## config.mk

```make
export PLATFORM = sky130hd
export DESIGN_NAME = mem_port_arbiter
export DESIGN_NICKNAME = d
export VERILOG_FILES = /design/src/rtl/mem_arb_pkg.sv /design/src/rtl/mem_arb_streak_ctr.sv /design/src/rtl/mem_port_arbiter.sv
export SDC_FILE = /design/constraint.sdc
export NUM_CORES = 1
export LEC_CHECK = 0
export CAP_MARGIN = 15
export CORE_ASPECT_RATIO = 2
export CORE_MARGIN = 5
export CORE_UTILIZATION = 45
export DETAILED_ROUTE_END_ITERATION = 8
export DONT_BUFFER_PORTS = 1
export SLEW_MARGIN = 10
export SYNTH_ARGS = -nofsm -noshare
export SYNTH_HDL_FRONTEND = slang
export SYNTH_HIERARCHICAL = 1
export SYNTH_SLANG_ARGS = --single-unit
```

## constraint.sdc

```tcl
create_clock -name clock -period 2.2 [get_ports clock]
set_clock_uncertainty 0.15 [all_clocks]
set_input_delay 0.44 -clock clock [delete_from_list [all_inputs] [get_ports clock]]
set_output_delay 0.44 -clock clock [all_outputs]
set_load 0.05 [all_outputs]
```

## src/rtl/mem_arb_pkg.sv

```systemverilog
// Shared types and constants for the memory port arbiter.
package mem_arb_pkg;

  localparam int unsigned DEF_AW = 16;
  localparam int unsigned DEF_DW = 16;

  typedef enum logic [1:0] {
    IDLE   = 2'd0,
    ISSUE  = 2'd1,
    RDWAIT = 2'd2,
    ACK    = 2'd3
  } arb_state_e;

  typedef enum logic {
    OWNER_CPU = 1'b0,
    OWNER_EXT = 1'b1
  } owner_e;

  // Ext wins contention unless the CPU has been starved for a full burst.
  function automatic owner_e arb_pick(input logic cpu_req,
                                      input logic ext_req,
                                      input logic cpu_priority);
    owner_e win;
    if (ext_req && !cpu_req) begin
      win = OWNER_EXT;
    end else if (ext_req && cpu_req && !cpu_priority) begin
      win = OWNER_EXT;
    end else begin
      win = OWNER_CPU;
    end
    return win;
  endfunction

endpackage

```

## src/rtl/mem_arb_streak_ctr.sv

```systemverilog
// Counts consecutive ext grants made while the CPU is waiting, so the
// arbiter can hand the CPU one slot after MAX_EXT_BURST of them.
module mem_arb_streak_ctr
  import mem_arb_pkg::*;
#(
  parameter int unsigned MAX_EXT_BURST = 4
) (
  input  logic clock,
  input  logic reset,
  input  logic grant_valid,
  input  logic grant_ext,
  input  logic cpu_req,
  output logic cpu_priority
);

  localparam int unsigned SW = $clog2(MAX_EXT_BURST + 1);
  localparam logic [SW-1:0] MAX_V = SW'(MAX_EXT_BURST);

  logic [SW-1:0] streak_d, streak_q;
  logic          cpu_priority_d, cpu_priority_q;

  // Next streak: bump on a contended ext grant (saturating), clear on any other grant.
  always_comb begin
    streak_d = streak_q;
    if (grant_valid) begin
      if (grant_ext && cpu_req) begin
        if (streak_q != MAX_V) begin
          streak_d = streak_q + SW'(1);
        end else begin
          streak_d = streak_q;
        end
      end else begin
        streak_d = {SW{1'b0}};
      end
    end else begin
      streak_d = streak_q;
    end
    cpu_priority_d = (streak_d == MAX_V);
  end

  // Streak register and its registered saturation flag.
  always_ff @(posedge clock or negedge reset) begin
    if (!reset) begin
      streak_q       <= {SW{1'b0}};
      cpu_priority_q <= 1'b0;
    end else begin
      streak_q       <= streak_d;
      cpu_priority_q <= cpu_priority_d;
    end
  end

  assign cpu_priority = cpu_priority_q;

endmodule

```

## src/rtl/mem_port_arbiter.sv

```systemverilog
// Shares the single-port unified memory between the CPU controller and the
// external load/debug port. One strobe per transaction, one-cycle acks.
module mem_port_arbiter
  import mem_arb_pkg::*;
#(
  parameter int unsigned AW            = DEF_AW,
  parameter int unsigned DW            = DEF_DW,
  parameter int unsigned RD_LAT        = 1,
  parameter int unsigned MAX_EXT_BURST = 4
) (
  input  logic          clock,
  input  logic          reset,
  input  logic          cpu_req,
  input  logic          cpu_we,
  input  logic [AW-1:0] cpu_addr,
  input  logic [DW-1:0] cpu_wdata,
  output logic          cpu_ack,
  output logic [DW-1:0] cpu_rdata,
  input  logic          ext_req,
  input  logic          ext_we,
  input  logic [AW-1:0] ext_addr,
  input  logic [DW-1:0] ext_wdata,
  output logic          ext_ack,
  output logic [DW-1:0] ext_rdata,
  output logic [AW-1:0] mem_addr,
  output logic [DW-1:0] mem_wdata,
  output logic          mem_read,
  output logic          mem_write,
  input  logic [DW-1:0] mem_rdata,
  output logic          cpu_stall,
  output logic          busy
);

  localparam int unsigned   CW       = (RD_LAT > 1) ? $clog2(RD_LAT) : 1;
  localparam logic [CW-1:0] CNT_LOAD = CW'(RD_LAT - 1);

  arb_state_e    state_d, state_q;
  owner_e        owner_d, owner_q;
  logic          we_d, we_q;
  logic [AW-1:0] mem_addr_d, mem_addr_q;
  logic [DW-1:0] mem_wdata_d, mem_wdata_q;
  logic          mem_read_d, mem_read_q;
  logic          mem_write_d, mem_write_q;
  logic          cpu_ack_d, cpu_ack_q;
  logic          ext_ack_d, ext_ack_q;
  logic [DW-1:0] cpu_rdata_d, cpu_rdata_q;
  logic [DW-1:0] ext_rdata_d, ext_rdata_q;
  logic [CW-1:0] cnt_d, cnt_q;
  logic          busy_d, busy_q;

  owner_e        win_s;
  logic          we_sel_s;
  logic          grant_valid_s;
  logic          grant_ext_s;
  logic          cpu_priority_s;

  mem_arb_streak_ctr #(
    .MAX_EXT_BURST (MAX_EXT_BURST)
  ) u_streak (
    .clock        (clock),
    .reset        (reset),
    .grant_valid  (grant_valid_s),
    .grant_ext    (grant_ext_s),
    .cpu_req      (cpu_req),
    .cpu_priority (cpu_priority_s)
  );

  // Transaction FSM: arbitrate and latch in IDLE, strobe in ISSUE,
  // count out read latency in RDWAIT, pulse the owner's ack in ACK.
  always_comb begin
    state_d       = state_q;
    owner_d       = owner_q;
    we_d          = we_q;
    mem_addr_d    = mem_addr_q;
    mem_wdata_d   = mem_wdata_q;
    mem_read_d    = 1'b0;
    mem_write_d   = 1'b0;
    cpu_ack_d     = 1'b0;
    ext_ack_d     = 1'b0;
    cpu_rdata_d   = cpu_rdata_q;
    ext_rdata_d   = ext_rdata_q;
    cnt_d         = cnt_q;
    win_s         = OWNER_CPU;
    we_sel_s      = 1'b0;
    grant_valid_s = 1'b0;
    grant_ext_s   = 1'b0;

    case (state_q)
      IDLE: begin
        if (cpu_req || ext_req) begin
          win_s         = arb_pick(cpu_req, ext_req, cpu_priority_s);
          grant_valid_s = 1'b1;
          grant_ext_s   = (win_s == OWNER_EXT);
          owner_d       = win_s;
          if (win_s == OWNER_EXT) begin
            we_sel_s    = ext_we;
            mem_addr_d  = ext_addr;
            mem_wdata_d = ext_wdata;
          end else begin
            we_sel_s    = cpu_we;
            mem_addr_d  = cpu_addr;
            mem_wdata_d = cpu_wdata;
          end
          we_d        = we_sel_s;
          mem_write_d = we_sel_s;
          mem_read_d  = !we_sel_s;
          state_d     = ISSUE;
        end else begin
          state_d = IDLE;
        end
      end
      ISSUE: begin
        if (we_q) begin
          state_d = ACK;
          if (owner_q == OWNER_EXT) begin
            ext_ack_d = 1'b1;
          end else begin
            cpu_ack_d = 1'b1;
          end
        end else begin
          state_d = RDWAIT;
          cnt_d   = CNT_LOAD;
        end
      end
      RDWAIT: begin
        if (cnt_q == {CW{1'b0}}) begin
          state_d = ACK;
          if (owner_q == OWNER_EXT) begin
            ext_rdata_d = mem_rdata;
            ext_ack_d   = 1'b1;
          end else begin
            cpu_rdata_d = mem_rdata;
            cpu_ack_d   = 1'b1;
          end
        end else begin
          cnt_d = cnt_q - CW'(1);
        end
      end
      ACK: begin
        state_d = IDLE;
      end
      default: begin
        state_d = IDLE;
      end
    endcase

    busy_d = (state_d != IDLE);
  end

  // State, latched transaction and registered outputs.
  always_ff @(posedge clock or negedge reset) begin
    if (!reset) begin
      state_q     <= IDLE;
      owner_q     <= OWNER_CPU;
      we_q        <= 1'b0;
      mem_addr_q  <= {AW{1'b0}};
      mem_wdata_q <= {DW{1'b0}};
      mem_read_q  <= 1'b0;
      mem_write_q <= 1'b0;
      cpu_ack_q   <= 1'b0;
      ext_ack_q   <= 1'b0;
      cpu_rdata_q <= {DW{1'b0}};
      ext_rdata_q <= {DW{1'b0}};
      cnt_q       <= {CW{1'b0}};
      busy_q      <= 1'b0;
    end else begin
      state_q     <= state_d;
      owner_q     <= owner_d;
      we_q        <= we_d;
      mem_addr_q  <= mem_addr_d;
      mem_wdata_q <= mem_wdata_d;
      mem_read_q  <= mem_read_d;
      mem_write_q <= mem_write_d;
      cpu_ack_q   <= cpu_ack_d;
      ext_ack_q   <= ext_ack_d;
      cpu_rdata_q <= cpu_rdata_d;
      ext_rdata_q <= ext_rdata_d;
      cnt_q       <= cnt_d;
      busy_q      <= busy_d;
    end
  end

  assign mem_addr  = mem_addr_q;
  assign mem_wdata = mem_wdata_q;
  assign mem_read  = mem_read_q;
  assign mem_write = mem_write_q;
  assign cpu_ack   = cpu_ack_q;
  assign ext_ack   = ext_ack_q;
  assign cpu_rdata = cpu_rdata_q;
  assign ext_rdata = ext_rdata_q;
  assign busy      = busy_q;
  // Stall reacts to ext_req immediately so the CPU FSM holds off in the same cycle.
  assign cpu_stall = ext_req | ((owner_q == OWNER_EXT) && (state_q != IDLE));

endmodule

```

Yosys cells after proc, flatten, opt, wreduce, memory -nomap -nowiden
Index checks and enable logic that the tools add are counted.

Register bits: 78. Bits of input ports: 86. Output and inout port bits: 70. Word-level logic and storage cells: 78.

Add/sub/neg operators: 2. Equal/unequal tests: 6. Mux-type cells: 35. Bitwise operators: 3. Reductions and logical operators: 17.

Operators with widths (number): 16-bit 2-to-1 mux (2); 1-bit 2-to-1 mux (25); 3-bit 2-to-1 mux (3); 2-bit case mux with 4 select lines (1); 1-bit case mux with 2 select lines (3); 3-bit AND reduction (2); 2-bit nonzero test (3); 1-bit logical AND (5); 2-bit == test, second input constant (2); 2-bit AND reduction (2); 3-bit by 1-bit adder with 3-bit output, second input constant (1); 3-bit == test, second input constant (1); 1-bit logical NOT (3); 3-bit inequality test, second input constant (1); 2-bit by 1-bit == test with 1-bit output, second input constant (1); 2-bit logical NOT (1); 2-bit 2-to-1 mux (1); 2-bit inequality test, second input constant (1); 1-bit NOT (2); 1-bit logical OR (1); 1-bit OR (1); 1-bit subtractor, second input constant (1).

Longest topological paths before layout
Gate-level depths: netlist of the first run.

Depth in word-level cells: 12. Gate-level depth with buffers: 8. Depth with buffers taken out: 8.

Hierarchy
Netlist of the first run, hierarchy kept.

Modules (own cells, without submodules): mem_port_arbiter (instances 1, cells an instance 277, area an instance 3026.7 um^2, seq. area each 1826.8 um^2); mem_arb_streak_ctr (instances 1, cells an instance 21, area an instance 210.2 um^2, seq. area each 100.1 um^2).

Least setup slack after synthesis of the first run
No wires, ideal clock.

Path kind: flip-flop to flip-flop. From: reg state_q[0]. To: reg u_streak.cpu_priority_q (netlist: u_streak/cpu_priority). Library setup time: 0.080 ns. Data arrival time: 1.583 ns. Data required time: 1.970 ns. Slack: 0.387 ns. Cell stages (with the launch flop): 9. Buffers on the path: 1. Clock period less this slack: 1.813 ns. Cell sequence: dfrtp_1 -> inv_1 -> ha_1 -> o21ai_2 -> inv_2 -> buf_2 -> nor2b_1 -> a32o_2 -> nor3b_2.

Elaborated cells between the ends (all ways): 7. Classes of those cells: 1 x eq/ne; 4 x mux; 2 x reduce/logical.

RTL lines: from (decl) (line mem_port_arbiter.sv:37) `arb_state_e state_d, state_q;`; from (signal assigned) (line mem_port_arbiter.sv:167) `state_q <= state_d;`; 2-bit logical NOT (line mem_port_arbiter.sv:88) `case (state_q)`; 1-bit 2-to-1 mux (line mem_port_arbiter.sv:88); via grant_valid_s (line mem_port_arbiter.sv:53) `logic grant_valid_s;`; 3-bit 2-to-1 mux (line mem_arb_streak_ctr.sv:25) `if (grant_valid) begin`; via u_streak.streak_d[0] (line mem_arb_streak_ctr.sv:19) `logic [SW-1:0] streak_d, streak_q;`; 3-bit == test (line mem_arb_streak_ctr.sv:38) `cpu_priority_d = (streak_d == MAX_V);`; via u_streak.cpu_priority_d (line mem_arb_streak_ctr.sv:20) `logic cpu_priority_d, cpu_priority_q;`; to (signal assigned) (line mem_arb_streak_ctr.sv:48) `cpu_priority_q <= cpu_priority_d;`; to (decl) (line mem_arb_streak_ctr.sv:20).

The timed path passes the listed nets, and every way through them passes these cells. A chain may end at the register's enable or synchronous reset.

Worst setup path after layout of the first run
From: reg state_q[0]. To: out cpu_stall.

Longest elaborated chain between the ends: 3.

RTL lines: 2-bit nonzero test (line mem_port_arbiter.sv:193) `assign cpu_stall = ext_req | ((owner_q == OWNER_EXT) && (state_q != IDLE));`; 1-bit logical AND (line mem_port_arbiter.sv:193); 1-bit OR (line mem_port_arbiter.sv:193); to (decl) (line mem_port_arbiter.sv:30) `output logic cpu_stall,`.

Every way passes these cells.

==> summary.txt, run 1 <==
Setup path
  – CP arrival: 1.50 ns
  – Worst Setup Start Kind: register
  – CP Class: reg -> out
  – Setup crit end kind: output port
  – Crit Path Max Fanout: 4
  – Critical Path RT: 1.61 ns

Drt
  – Antenna Nets Post-Route: 0
  – DRC violations left: 0
  – Routed wire length: 7440 um
  – Drt via density: 5.54
  – DR vias: approximately 2,200
  – Initial DRC count: 53
  – DRT Pass-1 Iters: 4
  – Routed length per instance: 18.9 um

Clocking
  – Post-cts resize count: 0
  – CTS Buf Count: 9
  – CTS HTree Levels: 3
  – Worst-Skew Late Latency: 0.32 ns
  – Post-CTS Repair Setup Buffers: 0
  – CTS root buf: clkbuf_16
  – Clock slew at reported path FFs: 0.06 ns
  – Sink Count: 77
  – Worst-case clock buffer depth: 2
  – TritonCTS clock tree: built

Placed design
  – Post-DP HPWL: roughly 5400 um
  – Port bufs: 0
  – Routability congestion estimate: 0.766

STA
  – Final Cycle Share: 94.9%
  – Hold_ws: -0.342 ns
  – RSZ-0062 raised after global routing: false
  – Worst slew margin: 66.1%
  – Final Max Tran Viols: 0
  – Setup violations, final: 0
  – Tmin final: 2.09 ns
  – Endpoints failing hold: 77
  – Max frequency: approximately 0.48 GHz
  – Post-route setup TNS: 0 ns
  – Worst slew pin tran: 0.508 ns

Final layout
  – Fin nets: 389
  – Layout cell share with drive strength beyond 1: between 10% and 20%
  – Diode count: 0
  – Synth-to-layout area growth: 12.9%
  – Most common cell after layout, fill and taps aside: dfrtp_1
  – Most frequent cells in the layout: dfrtp_1 (77), a21oi_1 (68), nor2_1 (37), nand2_1 (37), mux2_2 (32)

Yosys
  – Synth Register Bits: 77
  – Register area share after synthesis: 59.5%
  – Netlist cell types: 25
  – Yosys warns: 6
  – Mapped Cells: approximately 300
  – Syn Area/Cell: 10.9 um^2
  – Syn Std Cell Area: 3240 um^2
  – Syn nets: about 390

Status
  – Failing checks: hold timing
  – Status: finished with violations

Flow run
  – Maxcap violations: 0

Floorplan
  – Effective utilization at floorplan: 46.3%
  – Ports: 156
  – Core Rows: 43
  – Die Y: between 100 and 150 um
  – Die area: 9090 um^2
  – Die W: 70.0 um
  – Total core area: between 6000 and 7000 um^2

Global routing
  – Largest net degree at the start of global routing: roughly 80
  – Initial antenna violation count: 0
  – Gr usage total: 16.8%
  – Vias in the first global route: roughly 2,400
  – Total gr overflow: 0
  – Global-route wire length before repair: 11,900 um

Min path
  – Hold Crit Class: in -> async
==> registers in the layout, summed over array words and instances (netlist names) <==
name,flops
cpu_rdata,16
ext_rdata,16
mem_addr,16
mem_wdata,16
u_streak/streak_q,3
state_q,2
busy,1
cpu_ack,1
ext_ack,1
mem_read,1
mem_write,1
owner_q,1
u_streak/cpu_priority,1
we_q,1
==> cell families (layout without fill, tap and decap cells) <==
logic type,Yosys count,count (layout),share of synthesized area (%)
buffers and inverters,22,27,3.56
multiplexers,33,33,11.4
AND/OR/NAND/NOR,82,82,10.3
adder cells (fa/ha/maj),5,5,1.93
AO/OA/AOI/OAI,79,79,13.2
flip-flops,77,77,59.5
==> Yosys cell counts <==
cell type / count / area share [%]
dfrtp_1: 77 / 60
a21oi_1: 68 / 11
nand2_1: 37 / 4.3
nor2_1: 37 / 4.3
mux2_2: 32 / 11
buf_2: 14 / 2.2
ha_1: 5 / 1.9
inv_1: 5 / 0.58
a21o_1: 3 / 0.70
and2_1: 2 / 0.39
buf_6: 2 / 0.70
nor2b_1: 2 / 0.39
o21ai_0: 2 / 0.31
a211oi_1: 1 / 0.23
a21bo_1: 1 / 0.31
a21boi_2: 1 / 0.35
a32o_2: 1 / 0.35
and3_1: 1 / 0.19
inv_2: 1 / 0.12
mux2i_1: 1 / 0.31
nand2_2: 1 / 0.19
nor3b_2: 1 / 0.39
o21ai_2: 1 / 0.27
o22ai_1: 1 / 0.19
or2_2: 1 / 0.19
==> per-stage QoR <==
step	setup WS [ns]	instance area [um^2]	util (%)	hold WS, ns	std cells
after global routing	0.0175	3650	52.3	-0.362	393
final	0.113	3650	52.3	-0.342	393
after CTS	0.0934	3650	52.3	-0.356	393
after detailed placement	0.317	3290	47.1	-0.00438	377
after floorplan	0.387	3240	-	-0.00559	298
after global placement	0.429	3290	47.1	-0.00389	377
==> worst paths after layout <==
check,cells after the start,slack [ns],endpoint,from
setup / recovery,4,0.11,cpu_stall,state_q[0]
hold reg to reg,1,0.41,cpu_ack,owner_q
min in group clock,2,0.09,mem_wdata[6],cpu_wdata[6]
setup reg to reg,7,0.32,u_streak/cpu_priority,state_q[0]
hold / removal,0,-0.34,cpu_rdata[9],reset
max in group asynchronous,0,2.13,ext_rdata[14],reset
==> per-layer routing <==
layer  vias up  GRT usage, %  routed length, um
met1      1061          18.2               2570
li1       1002             -                  -
met5         -             0                  0
met2       102          29.4               4090
met4         0          8.24                187
met3        13          5.47                589
==> worst max-delay path, stage by stage (launching register included) <==
cell and delay (ns):
dfrtp_1 0.36, inv_1 0.07, ha_1 0.25, inv_1 0.09, a21o_1 0.41
==> area by class of cell <==
| cell class | instances | area (um^2) |
|---|---|---|
| clock buffers | 13 | 270 |
| clock inverters | 3 | 90.1 |
| fillers | 607 | 3340 |
| inverters | 6 | 22.5 |
| multi-input cells | 199 | 1190 |
| flip-flops and latches | 77 | 1930 |
| well taps | 90 | 113 |
| repair buffers | 5 | 37.5 |
Power of run 1 is not shown: default switching activity piles up to over one toggle a cycle in this logic, so the estimate is an artifact.
==> inputs of run 2 (changes only) <==
MAX_ROUTING_LAYER = met4   (was unset)
==> summary.txt, run 2 (synthesis gave the netlist of run 1 again) <==
Setup path
  – CP Class: reg -> out
  – Max stage delay on crit path: 0.41 ns (about the same)
  – Crit Path Max Fanout: 4 (unchanged)
  – Critical R2R Launch: state_q[0]
  – Setup crit end kind: output port
  – Critical Path RT: 1.61 ns (about the same)
  – R2R setup slack: 0.31 ns (about the same)
  – CP arrival: 1.50 ns (about the same)
  – Worst Setup Start Kind: register
  – Reg2reg path depth: 7 (unchanged)
  – CP max-delay cell: a21o_1
  – Cells along the critical path: inv_1 > ha_1 > inv_1 > a21o_1
  – Worst reg2reg path endpoint: u_streak/cpu_priority
  – Cell mode on critical path: inv_1

Drt
  – Metal-1 WL: 2600 um (+1.2%)
  – DRC violations left: 0 (unchanged)
  – Drt via density: 5.56 (+0.28%)
  – Initial DRC count: 54 (+1.9%)
  – WL met2: 4120 um (+0.68%)
  – Routed length per instance: 19.0 um (+0.32%)
  – Routed wire length: 7460 um (+0.32%)
  – DRT Pass-1 Iters: 4 (unchanged)
  – Antenna Nets Post-Route: 0 (unchanged)
  – Top Metal Used: met4
  – DR vias: 2,184 (+0.28%)
  – Met3 WL: 577 um (-2.0%)

Global routing
  – Total gr overflow: 0 (unchanged)
  – Largest net degree at the start of global routing: 78 (unchanged)
  – Gr usage total: 17.4% (+0.59 points)
  – Initial antenna violation count: 0 (unchanged)
  – Vias in the first global route: 2,370 (-0.29%)
  – Global-route wire length before repair: 11,900 um (-0.12%)

Clocking
  – Worst-case clock buffer depth: 2 (unchanged)
  – CTS Buf Count: 9 (unchanged)
  – Worst-Skew Late Latency: 0.32 ns (about the same)
  – Sink Count: 77 (unchanged)
  – Post-CTS Repair Setup Buffers: 0 (unchanged)
  – TritonCTS clock tree: built
  – Clock slew at reported path FFs: 0.06 ns (about the same)
  – CTS HTree Levels: 3 (unchanged)
  – Post-cts resize count: 0 (unchanged)
  – CTS root buf: clkbuf_16

Floorplan
  – Total core area: 6990 um^2 (unchanged)
  – Core Rows: 43 (unchanged)
  – Die area: 9090 um^2 (unchanged)
  – Die Y: 130 um (unchanged)
  – Die W: 70.0 um (unchanged)
  – Effective utilization at floorplan: 46.3% (unchanged)
  – Ports: 156 (unchanged)

Placed design
  – Post-DP HPWL: 5410 um (unchanged)
  – DP Worst Slack: 0.317 ns (unchanged)
  – Port bufs: 0 (unchanged)
  – Routability congestion estimate: 0.776 (+1.3%)

STA
  – Hold_ws: -0.340 ns (+0.00161 ns)
  – Worst slew margin: 66.2% (+0.077 points)
  – Final Cycle Share: 94.8% (about the same)
  – Post-route setup TNS: 0 ns (unchanged)
  – Setup violations, final: 0 (unchanged)
  – Endpoints failing hold: 77 (unchanged)
  – Tmin final: 2.09 ns (-0.00201 ns)
  – Final worst slack: 0.115 ns (+0.00200 ns)
  – Worst slew pin tran: 0.507 ns (-0.00115 ns)
  – RSZ-0062 raised after global routing: false
  – Max frequency: 0.480 GHz (about the same)
  – Final Max Tran Viols: 0 (unchanged)

Final layout
  – Most common cell after layout, fill and taps aside: dfrtp_1
  – Layout cell share with drive strength beyond 1: 19.5% (unchanged)
  – Most frequent cells in the layout: dfrtp_1 (77), a21oi_1 (68), nor2_1 (37), nand2_1 (37), mux2_2 (32)
  – Fill cell count: 607 (unchanged)
  – Synth-to-layout area growth: 12.9% (unchanged)
  – Diode count: 0 (unchanged)
  – Util after Layout: 52.3% (unchanged)
  – Fin nets: 389 (unchanged)

Flow run
  – Maxcap violations: 0 (unchanged)

Status
  – Failing checks: hold timing
  – Status: finished with violations

Min path
  – Hold Crit Class: in -> async
## run 2: cell counts in the layout (fill, tap and decap cells not counted)
No cell type changed its count.
## run 2: critical path, delay by kind of cell, from the launching register on
kind / cells / cell delay [ns]
AOI/OAI and AO/OA: 1 / 0.41
adders and majority gates: 1 / 0.25
buffers and inverters: 2 / 0.16
DFF: 1 / 0.36
## run 2: routing by layer
layer / global-route usage (%) / vias up
met1: 18.4 / 1067
met2: 29.4 / 103
li1: - / 1003
met3: 6.25 / 11
met5: - / -
met4: 7.22 / 0
## run 2: worst max-delay path by stage
| stage | startpoint | slack [ns] | endpoint | cells after the start |
|---|---|---|---|---|
| floorplan | state_q[0] | 0.39 | u_streak/cpu_priority | 8 |
| global placement | state_q[0] | 0.43 | u_streak/cpu_priority | 8 |
| detailed placement | state_q[0] | 0.32 | u_streak/cpu_priority | 7 |
| CTS | state_q[0] | 0.09 | cpu_stall | 4 |
| global route | state_q[0] | 0.01 | cpu_stall | 4 |
| finish | state_q[0] | 0.11 | cpu_stall | 4 |
## run 2: layout make-up
type,instances,area (um^2),area share [%]
inverters,6,22.5,0.616
repair buffers,5,37.5,1.03
clock inverters,3,90.1,2.46
clock buffers,13,270,7.39
well taps,90,113,3.08
multi-input cells,199,1190,32.7
flip-flops and latches,77,1930,52.7
## run 2: stage by stage
stage	hold WS (ns)	instances	cell area, um^2
floorplan	-0.00559	298	3240
global placement	-0.00389	377	3290
detailed placement	-0.00438	377	3290
CTS	-0.356	393	3650
global route	-0.365	393	3650
finish	-0.340	393	3650
Power of run 2 is left out for the same reason.
